===== config.mk =====
export PLATFORM = sky130hd
export DESIGN_NAME = stack_queue
export DESIGN_NICKNAME = d
export VERILOG_FILES = /design/src/rtl/stack_queue_pkg.sv /design/src/rtl/sq_regfile.sv /design/src/rtl/stack_queue.sv
export SDC_FILE = /design/constraint.sdc
export NUM_CORES = 1
export LEC_CHECK = 0
export ABC_AREA = 1
export CAP_MARGIN = 20
export CELL_PAD_IN_SITES_DETAIL_PLACEMENT = 1
export CELL_PAD_IN_SITES_GLOBAL_PLACEMENT = 1
export CORE_MARGIN = 2
export CORE_UTILIZATION = 49
export CTS_CLUSTER_DIAMETER = 150
export DETAILED_ROUTE_END_ITERATION = 6
export GPL_ROUTABILITY_DRIVEN = 0
export PLACE_DENSITY_LB_ADDON = 0.1
export SKIP_LAST_GASP = 1
export SYNTH_ARGS = -nofsm -noshare
export SYNTH_HDL_FRONTEND = slang
export SYNTH_SLANG_ARGS = --single-unit

===== constraint.sdc =====
create_clock -name clk -period 7.8 [get_ports clk]
set_clock_uncertainty 0.1 [all_clocks]
set_input_delay 1.17 -clock clk [delete_from_list [all_inputs] [get_ports clk]]
set_output_delay 1.17 -clock clk [all_outputs]
set_load 0.05 [all_outputs]

===== src/rtl/stack_queue_pkg.sv =====
// Shared constants and pointer helpers for the stack_queue buffer.
// Pointer helpers use int unsigned arithmetic. Callers cast the result back to
// their own pointer width.
package stack_queue_pkg;

    localparam logic MODE_LIFO = 1'b0;
    localparam logic MODE_FIFO = 1'b1;

    // Increment with explicit wrap DEPTH-1 -> 0
    function automatic int unsigned ptr_inc(input int unsigned ptr, input int unsigned depth);
        return (ptr == depth - 1) ? 0 : ptr + 1;
    endfunction

    // Decrement with explicit wrap 0 -> DEPTH-1
    function automatic int unsigned ptr_dec(input int unsigned ptr, input int unsigned depth);
        return (ptr == 0) ? depth - 1 : ptr - 1;
    endfunction

    // (ptr + off) mod depth, assuming ptr < depth
    function automatic int unsigned ptr_add(input int unsigned ptr, input int unsigned off,
                                            input int unsigned depth);
        int unsigned sum;
        sum = ptr + (off % depth);
        return (sum >= depth) ? sum - depth : sum;
    endfunction

endpackage


===== src/rtl/sq_regfile.sv =====
// DEPTH x WIDTH storage for stack_queue: one synchronous write port and two
// asynchronous read ports. The array has no reset; the consumers mask reads
// of unwritten slots.
//   clk        : write clock
//   we_i       : write enable
//   waddr_i    : write address
//   wdata_i    : write data
//   raddr_a_i  : read port A address (dout)
//   rdata_a_o  : read port A data
//   raddr_b_i  : read port B address (peek)
//   rdata_b_o  : read port B data
module sq_regfile #(
    parameter int unsigned WIDTH = 8,
    parameter int unsigned DEPTH = 16,
    localparam int unsigned IW = $clog2(DEPTH)
) (
    input  logic             clk,
    input  logic             we_i,
    input  logic [IW-1:0]    waddr_i,
    input  logic [WIDTH-1:0] wdata_i,
    input  logic [IW-1:0]    raddr_a_i,
    output logic [WIDTH-1:0] rdata_a_o,
    input  logic [IW-1:0]    raddr_b_i,
    output logic [WIDTH-1:0] rdata_b_o
);

    logic [WIDTH-1:0] mem_q [DEPTH];

    always_ff @(posedge clk) begin
        if (we_i) begin
            mem_q[waddr_i] <= wdata_i;
        end
    end

    assign rdata_a_o = mem_q[raddr_a_i];
    assign rdata_b_o = mem_q[raddr_b_i];

endmodule


===== src/rtl/stack_queue.sv =====
// Parametrised LIFO/FIFO buffer on a circular register array. Mode can only
// change while the buffer is empty. Provides occupancy count, peek at any
// depth, synchronous clear and sticky overflow/underflow flags.
//   clk, rst             : clock, async active-high reset
//   clear                : synchronous flush
//   mode_sel / mode      : requested / active mode (0 LIFO, 1 FIFO)
//   push, pop, din       : operation requests and push data
//   dout                 : top (LIFO) or head (FIFO), 0 when empty
//   peek_idx/peek_data/peek_valid : inspect entry at depth peek_idx
//   count, empty, full   : occupancy status
//   overflow, underflow  : sticky error flags
module stack_queue
    import stack_queue_pkg::*;
#(
    parameter int unsigned WIDTH = 8,
    parameter int unsigned DEPTH = 16,
    localparam int unsigned CW = $clog2(DEPTH + 1),
    localparam int unsigned IW = $clog2(DEPTH)
) (
    input  logic             clk,
    input  logic             rst,
    input  logic             clear,
    input  logic             mode_sel,
    input  logic             push,
    input  logic             pop,
    input  logic [WIDTH-1:0] din,
    output logic [WIDTH-1:0] dout,
    input  logic [IW-1:0]    peek_idx,
    output logic [WIDTH-1:0] peek_data,
    output logic             peek_valid,
    output logic [CW-1:0]    count,
    output logic             empty,
    output logic             full,
    output logic             mode,
    output logic             overflow,
    output logic             underflow
);

    logic [IW-1:0] wr_ptr_q, wr_ptr_d, rd_ptr_q, rd_ptr_d;
    logic [CW-1:0] count_q, count_d;
    logic          mode_q, mode_d, overflow_q, overflow_d, underflow_q, underflow_d;

    logic             we;
    logic [IW-1:0]    waddr;
    logic [IW-1:0]    wr_inc, wr_dec, rd_inc;
    logic [IW-1:0]    rd_addr, peek_addr;
    logic [WIDTH-1:0] rd_data, peek_raw;
    logic             is_empty, is_full;

    assign is_empty = (count_q == '0);
    assign is_full  = (count_q == CW'(DEPTH));

    assign wr_inc = IW'(ptr_inc(32'(wr_ptr_q), DEPTH));
    assign wr_dec = IW'(ptr_dec(32'(wr_ptr_q), DEPTH));
    assign rd_inc = IW'(ptr_inc(32'(rd_ptr_q), DEPTH));

    // LIFO top sits just below wr_ptr; peeking walks further down from there.
    assign rd_addr   = (mode_q == MODE_FIFO) ? rd_ptr_q : wr_dec;
    assign peek_addr = (mode_q == MODE_FIFO)
                     ? IW'(ptr_add(32'(rd_ptr_q), 32'(peek_idx), DEPTH))
                     : IW'(ptr_add(32'(wr_dec), DEPTH - (32'(peek_idx) % DEPTH), DEPTH));

    always_comb begin
        wr_ptr_d    = wr_ptr_q;
        rd_ptr_d    = rd_ptr_q;
        count_d     = count_q;
        overflow_d  = overflow_q;
        underflow_d = underflow_q;
        we          = 1'b0;
        waddr       = wr_ptr_q;
        // Mode may only change while empty (pre-edge count) or on clear.
        mode_d      = (clear || is_empty) ? mode_sel : mode_q;

        if (clear) begin
            wr_ptr_d    = '0;
            rd_ptr_d    = '0;
            count_d     = '0;
            overflow_d  = 1'b0;
            underflow_d = 1'b0;
        end else if (push && (!pop || is_empty)) begin
            // push+pop on empty degenerates to a plain push
            if (is_full) begin
                overflow_d = 1'b1;
            end else begin
                we       = 1'b1;
                wr_ptr_d = wr_inc;
                count_d  = count_q + CW'(1);
            end
        end else if (pop && !push) begin
            if (is_empty) begin
                underflow_d = 1'b1;
            end else begin
                count_d = count_q - CW'(1);
                if (mode_q == MODE_FIFO) begin
                    rd_ptr_d = rd_inc;
                end else begin
                    wr_ptr_d = wr_dec;
                end
            end
        end else if (push && pop) begin
            we = 1'b1;
            if (mode_q == MODE_FIFO) begin
                // Write lands in the slot being vacated, so legal when full.
                wr_ptr_d = wr_inc;
                rd_ptr_d = rd_inc;
            end else begin
                waddr = wr_dec;
            end
        end
    end

    always_ff @(posedge clk or posedge rst) begin
        if (rst) begin
            wr_ptr_q    <= '0;
            rd_ptr_q    <= '0;
            count_q     <= '0;
            mode_q      <= MODE_LIFO;
            overflow_q  <= 1'b0;
            underflow_q <= 1'b0;
        end else begin
            wr_ptr_q    <= wr_ptr_d;
            rd_ptr_q    <= rd_ptr_d;
            count_q     <= count_d;
            mode_q      <= mode_d;
            overflow_q  <= overflow_d;
            underflow_q <= underflow_d;
        end
    end

    sq_regfile #(
        .WIDTH(WIDTH),
        .DEPTH(DEPTH)
    ) u_regfile (
        .clk      (clk),
        .we_i     (we),
        .waddr_i  (waddr),
        .wdata_i  (din),
        .raddr_a_i(rd_addr),
        .rdata_a_o(rd_data),
        .raddr_b_i(peek_addr),
        .rdata_b_o(peek_raw)
    );

    assign peek_valid = (32'(peek_idx) < 32'(count_q));
    assign dout       = is_empty ? '0 : rd_data;
    assign peek_data  = peek_valid ? peek_raw : '0;
    assign count      = count_q;
    assign empty      = is_empty;
    assign full       = is_full;
    assign mode       = mode_q;
    assign overflow   = overflow_q;
    assign underflow  = underflow_q;

endmodule


=== Word-level counts from Yosys, hierarchy flattened ===
Memories as Yosys holds them, arrays and structs flattened.
Cells that the tools add are included.
Widths: inputs -> output; s select.

* Register bits: 16
* Memory bits (writable): 128
* Input bits: 18
* Output and inout port bits: 27
* Logic and storage cells: 96
* Memories kept: 1

{| class="wikitable"
|+ Memories
! name !! words !! bits a word !! rd ports !! clocked after Yosys merged registers in !! write ports !! RTL line !! text
|-
| u_regfile.mem_q || 16 || 8 || 2 || 0 || 1 || sq_regfile.sv:27 || <nowiki>logic [WIDTH-1:0] mem_q [DEPTH];</nowiki>
|}

* Add/subtract/negate cells: 10
* Magnitude comparators: 3
* Equal/unequal tests: 8
* Mux-type cells: 46
* Reductions and logical operators: 22

{| class="wikitable"
|+ Operators with widths
! kind !! count
|-
| $mux 4 || 25
|-
| $mux 5 || 5
|-
| $mux 8 || 2
|-
| $mux 1 || 14
|-
| $sub 4x1->4 const B || 3
|-
| $add 4x4->5 || 2
|-
| $ge 5x5->1 const B || 2
|-
| $reduce_and 3->1 || 3
|-
| $add 4x1->4 const B || 2
|-
| $eq 4x4->1 const B || 2
|-
| $reduce_bool 2->1 || 4
|-
| $reduce_bool 4->1 || 2
|-
| $ne 3x3->1 const B || 2
|-
| $reduce_bool 3->1 || 2
|-
| $add 5x1->5 const B || 1
|-
| $eq 5x5->1 const B || 1
|-
| $logic_not 5->1 || 1
|-
| $lt 4x5->1 || 1
|-
| $sub 5x1->5 const B || 1
|-
| $logic_not 4->1 || 1
|-
| $ne 4x4->1 const B || 1
|-
| $reduce_and 4->1 || 1
|-
| $sub 1x4->4 const A || 1
|-
| $logic_and 1x1->1 || 3
|-
| other kinds (5) || 7
|}

=== Depth between registers and ports, before layout ===
Gate-level depths: netlist (run 1).
An unclocked memory read counts as a cell.

* Word-level depth: 8
* Mapped depth: 17
* Mapped depth without buffers: 16

=== Cells and area by module ===
Synthesis (run 1) repeated with hierarchy kept, for this count alone.

* Cells, all modules: 1100
* Area, all modules: 8737.1 µm²

{| class="wikitable"
|+ By module, submodules not included
! module !! instances !! cells an instance !! area an instance (µm²)
|-
| sq_regfile || 1 || 835 || 6956.7
|-
| stack_queue || 1 || 265 || 1780.5
|}

=== Worst setup path after synthesis (run 1) ===
No wires, ideal clock.

* Kind: input port to output port
* Start: input port peek_idx[1]
* End: output port peek_data[4]
* Data arrival time: 3.544 ns
* Required time: 6.530 ns
* Path slack: 2.986 ns
* Stages on the path: 12
* Path buffers: 1
* Path through: inv_1 -> ha_1 -> fa_1 -> xnor2_1 -> o21ai_2 -> inv_1 -> buf_2 -> nand2_1 -> nand2_1 -> nand3_1 -> nand2_1 -> nor2_1

* Cells in the longest elaborated chain, start to end: 7
* Elaborated cells between the ends (all ways): 13
* Classes of those cells: add/sub: 5; order compare: 3; mux: 4; memory: 1

{| class="wikitable"
|+ Ends and longest elaborated chain
! what !! RTL line !! text
|-
| from (decl) || stack_queue.sv:28 || <nowiki>input logic [IW-1:0] peek_idx,</nowiki>
|-
| $sub 1x4->4 || stack_queue.sv:61 || <nowiki>: IW'(ptr_add(32'(wr_dec), DEPTH - (32'(peek_idx) % DEPTH), DEPTH));</nowiki>
|-
| $add 4x4->5 || stack_queue_pkg.sv:23 || <nowiki>sum = ptr + (off % depth);</nowiki>
|-
| $sub 4x1->4 or $ge 5x5->1 (tied branches) || stack_queue_pkg.sv:24 || <nowiki>return (sum >= depth) ? sum - depth : sum;</nowiki>
|-
| $mux 4 || stack_queue_pkg.sv:24 ||
|-
| $mux 4 || stack_queue.sv:60 || <nowiki>? IW'(ptr_add(32'(rd_ptr_q), 32'(peek_idx), DEPTH))</nowiki>
|-
| $mem_v2 16x8 || n/a ||
|-
| $mux 8 (*) || stack_queue.sv:146 || <nowiki>assign peek_data = peek_valid ? peek_raw : '0;</nowiki>
|-
| to (decl) || stack_queue.sv:29 || <nowiki>output logic [WIDTH-1:0] peek_data,</nowiki>
|}

Every way passes the cells marked *; elsewhere a longest branch is shown, timed or not.

=== Worst setup path after layout (run 1) ===
* Start: input port peek_idx[0]
* End: output port peek_data[1]

The elaborated chain is that of the path after synthesis.

==> results of run 1 <==
## cells in the final DEF (no fill, tap or decap)
master,count
o211ai_1,7
nor3_1,1
a21boi_0,1
inv_2,6
bufinv_16,2
nand3_1,236
clkinv_1,2
o22ai_1,1
ha_1,16
inv_1,61
a31oi_1,2
dfrtp_1,16
nand2_2,5
xnor2_1,3
o21ai_0,32
xor2_1,4
nand2_1,334
or2_1,1
a21oi_1,30
nand3_2,3
or2_2,1
o21ai_1,3
clkbuf_1,1
nand4_1,4
clkbuf_16,17
a41oi_1,1
buf_4,18
fa_1,3
clkdlybuf4s50_1,36
o21a_1,1
nor2_1,54
o21ai_2,6
edfxtp_1,128
inv_4,1
o31ai_1,1
clkinvlp_4,4
buf_6,4
clkinv_2,5
## layout make-up
| cell class | count | share of cell area [%] |
|---|---|---|
| flip-flops and latches | 144 | 45.1 |
| multi-input cells | 750 | 37.6 |
| repair buffers | 58 | 5.74 |
| clock buffers | 18 | 4.56 |
| well taps | 220 | 2.92 |
| inverters | 68 | 2.74 |
| clock inverters | 13 | 1.30 |
## routing by layer
layer  vias up  wire (um)  part of all wire [%]
met5         -          0                     0
met4         0       1300                   4.5
met3        90       2290                   7.9
met2       346      13700                    47
met1      3793      11800                    41
li1       3499          -                     -
## kinds of logic (layout without fill, tap and decap cells)
kind of cell    count (synthesis)  count (layout)
simple gates                  639             639
flops                         144             144
buf+inv                       122             157
compound gates                 85              85
fa+ha+maj                      19              19
xor+xnor                        7               7
## path summary, 6_finish.rpt
kind	startpoint	endpoint	slack, ns	cells after the start
setup / recovery	peek_idx[0]	peek_data[1]	1.65	16
hold / removal	underflow$_DFFE_PP0P_	underflow$_DFFE_PP0P_	0.39	2
setup reg to reg	wr_ptr_q[0]$_DFFE_PP0P_	u_regfile.mem_q[1][1]$_DFFE_PP_	4.01	9
hold reg to reg	underflow$_DFFE_PP0P_	underflow$_DFFE_PP0P_	0.39	2
max in group asynchronous	rst	wr_ptr_q[2]$_DFFE_PP0P_	6.14	2
min in group asynchronous	rst	count[3]$_DFFE_PP0P_	1.02	2
## stage by stage
| step | utilization [%] | hold WS [ns] | cells | cell area (um^2) |
|---|---|---|---|---|
| after floorplan | - | 0.414 | 1016 | 8320 |
| after global placement | 53.2 | 0.372 | 1236 | 8820 |
| after detailed placement | 53.2 | 0.377 | 1236 | 8820 |
| after CTS | 56.5 | 0.398 | 1267 | 9370 |
| after global routing | 56.8 | 0.406 | 1271 | 9410 |
| final | 56.8 | 0.390 | 1271 | 9410 |
## state kept, by name, summed over array words and instances, names as in the netlist
name / cells
wr_ptr_q: 4
underflow: 1
mode: 1
rd_ptr_q: 4
count: 5
u_regfile.mem_q: 128
overflow: 1
## worst max-delay path: cells and delay by family
family	cells	cell delay, ns
simple gates	7	0.62
fa+ha+maj	2	0.81
buf+inv	6	2.14
compound gates	1	0.12
==> flow_summary.json, run 1 <==
{
  "cts_setup_buffers": 0,
  "synth.area.top_cells": "edfxtp_1, nand2_1, nand3_1",
  "drtAntennaViolNets": 0,
  "synthAdderAreaFrac_pct": 3.13,
  "setup_tns_ns": 0,
  "muxShareOfSynthArea_pct": 0,
  "synth_cell_type_count": 33,
  "ys_ff_latch": 144,
  "clock_sinks": 144,
  "clk_latency_ns": 0.44,
  "critPathMaxFanout": 33,
  "synth_top_family_by_area": "simple AND/OR/NAND/NOR gates",
  "use_met2_pct": 53.9,
  "cts_tree": "done",
  "hold_class": "flop to flop",
  "clk_pin_slew_worst_paths_ns": 0.06,
  "max_cap_violations": 0,
  "finalSetupViolCount": 0,
  "routed_wl_um": 29000,
  "synth_xor_area_share_pct": 0.737,
  "wl_per_cell_um": 22.8,
  "crit_path_max_incr_delay_ns": 0.53,
  "synth_cells": 1016,
  "cp-end-kind": "primary output",
  "fill_cells": 2044,
  "seqCellArea_mm2": 0.00424,
  "netlist_area_mm2": 0.00832,
  "yosysMostFrequentCell": "nand2_1",
  "synth_commonest_cells": "nand2_1, nand3_1, edfxtp_1, inv_1, nor2_1",
  "dieArea_mm2": 0.0180,
  "worst_slew_pin_slew_ns": 1.08,
  "grt_pass1_vias": 7817,
  "start_kind": "primary input",
  "grt_pass1_wl_um": 44300,
  "timing.critical_path.mode_cell": "nand2_1",
  "clock.fmax_mhz": 163,
  "finalMaxSlewViolations": 0,
  "relSlewSlack_pct": 28.3,
  "cts_buffer_depth": 2,
  "worst-setup-path-type": "primary input to primary output",
  "synth-edff-count": 128,
  "htree_levels": 4,
  "layout-drive-gt1-share_pct": 6.85,
  "avgSynthCellArea_um2": 8.19,
  "layout.nets": 1076,
  "ctsResizeCount": 0,
  "ys_seq_area_share_pct": 51.0,
  "vias": 7728,
  "grt-ovfl-total": 0,
  "drt_first_pass_iters": 6,
  "status": "finished clean",
  "core_mm2": 0.0166,
  "antennaDiodeCount": 0,
  "portBuffers": 44,
  "rows": 47,
  "grtUsageTotal_pct": 33.0,
  "die_w_um": 134,
  "synth_compound_area_share_pct": 5.73,
  "start_util_pct": 50.2,
  "synthToLayoutAreaGrowth_pct": 13.2,
  "yosys.area.top_type_share_pct": 46.2,
  "ios": 45,
  "ys.flop_type": "edfxtp_1",
  "grtUsageMet1_pct": 40.9,
  "ys_async_sr_fraction_pct": 11.1,
  "rsz0062_at_grt": "false",
  "antenna_found_initial": 0,
  "grt-busiest-layer": "met2",
  "multiInputGateArea_mm2": 0.00354,
  "synth_nets": 1053,
  "grt_use_met3_pct": 7.37,
  "fp.dieH_um": 134,
  "grt_max_degree": 67,
  "dp_hpwl_um": 18600,
  "routed_via_density": 6.08,
  "fin_ws_ns": 1.65,
  "hold_viol": 0,
  "cp_cell_sequence": "clkdlybuf4s50_1 > inv_1 > ha_1 > fa_1 > o21ai_2 > buf_4 > inv_1 > buf_4 > nand3_1 > nand2_1 > nand2_1 > nand2_1 > nand3_1 > nand2_1 > nor2_1 > buf_4",
  "cp.required_ns": 6.53,
  "synth-simple-area-share_pct": 32.9,
  "cts_buffers": 17,
  "timing.final.crit_share_pct": 78.8,
  "drtIter0Drc": 695,
  "cp.arrival_ns": 4.88,
  "ctsHoldBuffers": 0,
  "post-place-ws_ns": 1.73,
  "drc": 0,
  "synth_area_leader_cell": "edfxtp_1",
  "cts_root_buffer": "clkbuf_16",
  "finalCriticalPeriod_ns": 6.15,
  "crit_slowest_cell": "clkdlybuf4s50_1",
  "yosysWarnings": 0
}
Power of run 1 is not shown: default switching activity piles up to over one toggle a cycle in this logic, so the estimate is an artifact.
==> inputs of run 2 (changes only) <==
--- a/config.mk
+++ b/config.mk
@@ -10,7 +10,7 @@
 export CELL_PAD_IN_SITES_DETAIL_PLACEMENT = 1
 export CELL_PAD_IN_SITES_GLOBAL_PLACEMENT = 1
 export CORE_MARGIN = 2
-export CORE_UTILIZATION = 49
+export CORE_UTILIZATION = 41
 export CTS_CLUSTER_DIAMETER = 150
 export DETAILED_ROUTE_END_ITERATION = 6
 export GPL_ROUTABILITY_DRIVEN = 0
==> constraint.sdc (replaced) <==
create_clock -name clk -period 4.9 [get_ports clk]
set_clock_uncertainty 0.1 [all_clocks]
set_input_delay 0.735 -clock clk [delete_from_list [all_inputs] [get_ports clk]]
set_output_delay 0.735 -clock clk [all_outputs]
set_load 0.05 [all_outputs]
==> flow_summary.json, run 2 (synthesized netlist as in run 1, its figures left out) <==
{
  "relSlewSlack_pct": 31.2,
  "cts_buffers": 17,
  "status": "finished clean",
  "cts_buffer_depth": 2,
  "rr_endpoint": "u_regfile.mem_q[3][0]$_DFFE_PP_",
  "ios": 45,
  "die_w_um": 146,
  "worstRegToRegCells": 10,
  "grt_max_degree": 71,
  "timing.final.crit_share_pct": 93.7,
  "clk_pin_slew_worst_paths_ns": 0.07,
  "rows": 52,
  "start_kind": "primary input",
  "ctsResizeCount": 0,
  "finalCriticalPeriod_ns": 4.59,
  "cp-end-kind": "primary output",
  "rsz0062_at_grt": "false",
  "routed_wl_um": 28700,
  "clock.fmax_mhz": 218,
  "cp.required_ns": 4.07,
  "drt_first_pass_iters": 7,
  "layout.nets": 1094,
  "cts_root_buffer": "clkbuf_16",
  "regMostFlops": "u_regfile.mem_q",
  "drtAntennaViolNets": 0,
  "cp-startpoint": "peek_idx[0]",
  "min_from": "underflow$_DFFE_PP0P_",
  "antenna_found_initial": 2,
  "hold_class": "flop to flop",
  "layout-drive-gt1-share_pct": 9.16,
  "cp-endpoint": "peek_data[6]",
  "cts_tree": "done",
  "clock_sinks": 144,
  "worst-setup-path-type": "primary input to primary output",
  "place_area_mm2": 0.00917,
  "drtIter0Drc": 557,
  "hold_viol": 0,
  "cts_setup_buffers": 0,
  "setup_tns_ns": 0,
  "grt_pass1_wl_um": 44400,
  "htree_levels": 4,
  "cp.arrival_ns": 3.76,
  "finalMaxSlewViolations": 0,
  "finalSetupViolCount": 0,
  "drc": 0,
  "synthToLayoutAreaGrowth_pct": 17.2,
  "grt_pass1_vias": 7560,
  "final_cell_area_mm2": 0.00975,
  "core_mm2": 0.0200,
  "largest_register_ffs": 128,
  "grtUsageTotal_pct": 27.5,
  "portBuffers": 44,
  "r2r_slack_ns": 1.45,
  "vias": 7473,
  "worst_slew_pin_slew_ns": 1.03,
  "dieArea_mm2": 0.0214,
  "final_common_cell": "nand2_1",
  "dp_hpwl_um": 18500,
  "ctsHoldBuffers": 0,
  "routed_via_density": 5.57,
  "critPathMaxFanout": 24,
  "clk_latency_ns": 0.43,
  "fp.dieH_um": 146,
  "grt-ovfl-total": 0,
  "crit-reg2reg-launch": "wr_ptr_q[0]$_DFFE_PP0P_",
  "wl_per_cell_um": 21.4,
  "layout_common_cells": "nand2_1, nand3_1, edfxtp_1",
  "max_cap_violations": 0,
  "start_util_pct": 41.5
}
-- run 2: critical path, cell delays in order --
cell,delay (ns)
clkdlybuf4s50_1,0.54
inv_1,0.11
ha_1,0.35
fa_1,0.48
o21ai_2,0.19
buf_4,0.38
o211ai_1,0.19
nand3_1,0.12
nand2_1,0.06
nand3_1,0.08
nand2_1,0.06
nor2_1,0.27
buf_12,0.18
-- run 2: stage by stage --
stage	worst slack (ns)	std cells	utilization, %	hold slack (ns)
5_1_grt	0.121	1340	48.6	0.421
6_report	0.308	1341	48.6	0.399
4_1_cts	0.303	1340	48.6	0.400
2_1_floorplan	0.956	1016	-	0.414
3_3_place_gp	0.407	1308	45.8	0.376
3_5_place_dp	0.340	1308	45.8	0.374
-- run 2: worst min-delay path by stage --
stage / endpoint / slack, ns / depth (start not counted)
after floorplan: wr_ptr_q[1]$_DFFE_PP0P_ / 0.41 / 2
after global placement: underflow$_DFFE_PP0P_ / 0.38 / 2
after detailed placement: underflow$_DFFE_PP0P_ / 0.37 / 2
after CTS: underflow$_DFFE_PP0P_ / 0.40 / 2
after global routing: underflow$_DFFE_PP0P_ / 0.42 / 2
final: underflow$_DFFE_PP0P_ / 0.40 / 2
-- run 2: metal layers --
metal | vias up | GRT usage, % | wire, um
met5 | - | 0 | 12
met4 | 2 | 8.01 | 655
met1 | 3735 | 37.7 | 13300
met3 | 40 | 4.66 | 1190
li1 | 3528 | - | -
met2 | 168 | 45.1 | 13600
-- run 2: final cells by class --
| cell class | count | area, um^2 |
|---|---|---|
| tap | 270 | 338 |
| sequential | 144 | 4240 |
| timing repair buffer | 76 | 791 |
| fill | 2422 | 10300 |
| clock buffer | 19 | 433 |
| inverter | 68 | 258 |
| antenna | 1 | 2.50 |
| clock inverter | 13 | 136 |
| multi-input combinational | 750 | 3540 |
Power of run 2 is left out for the same reason.
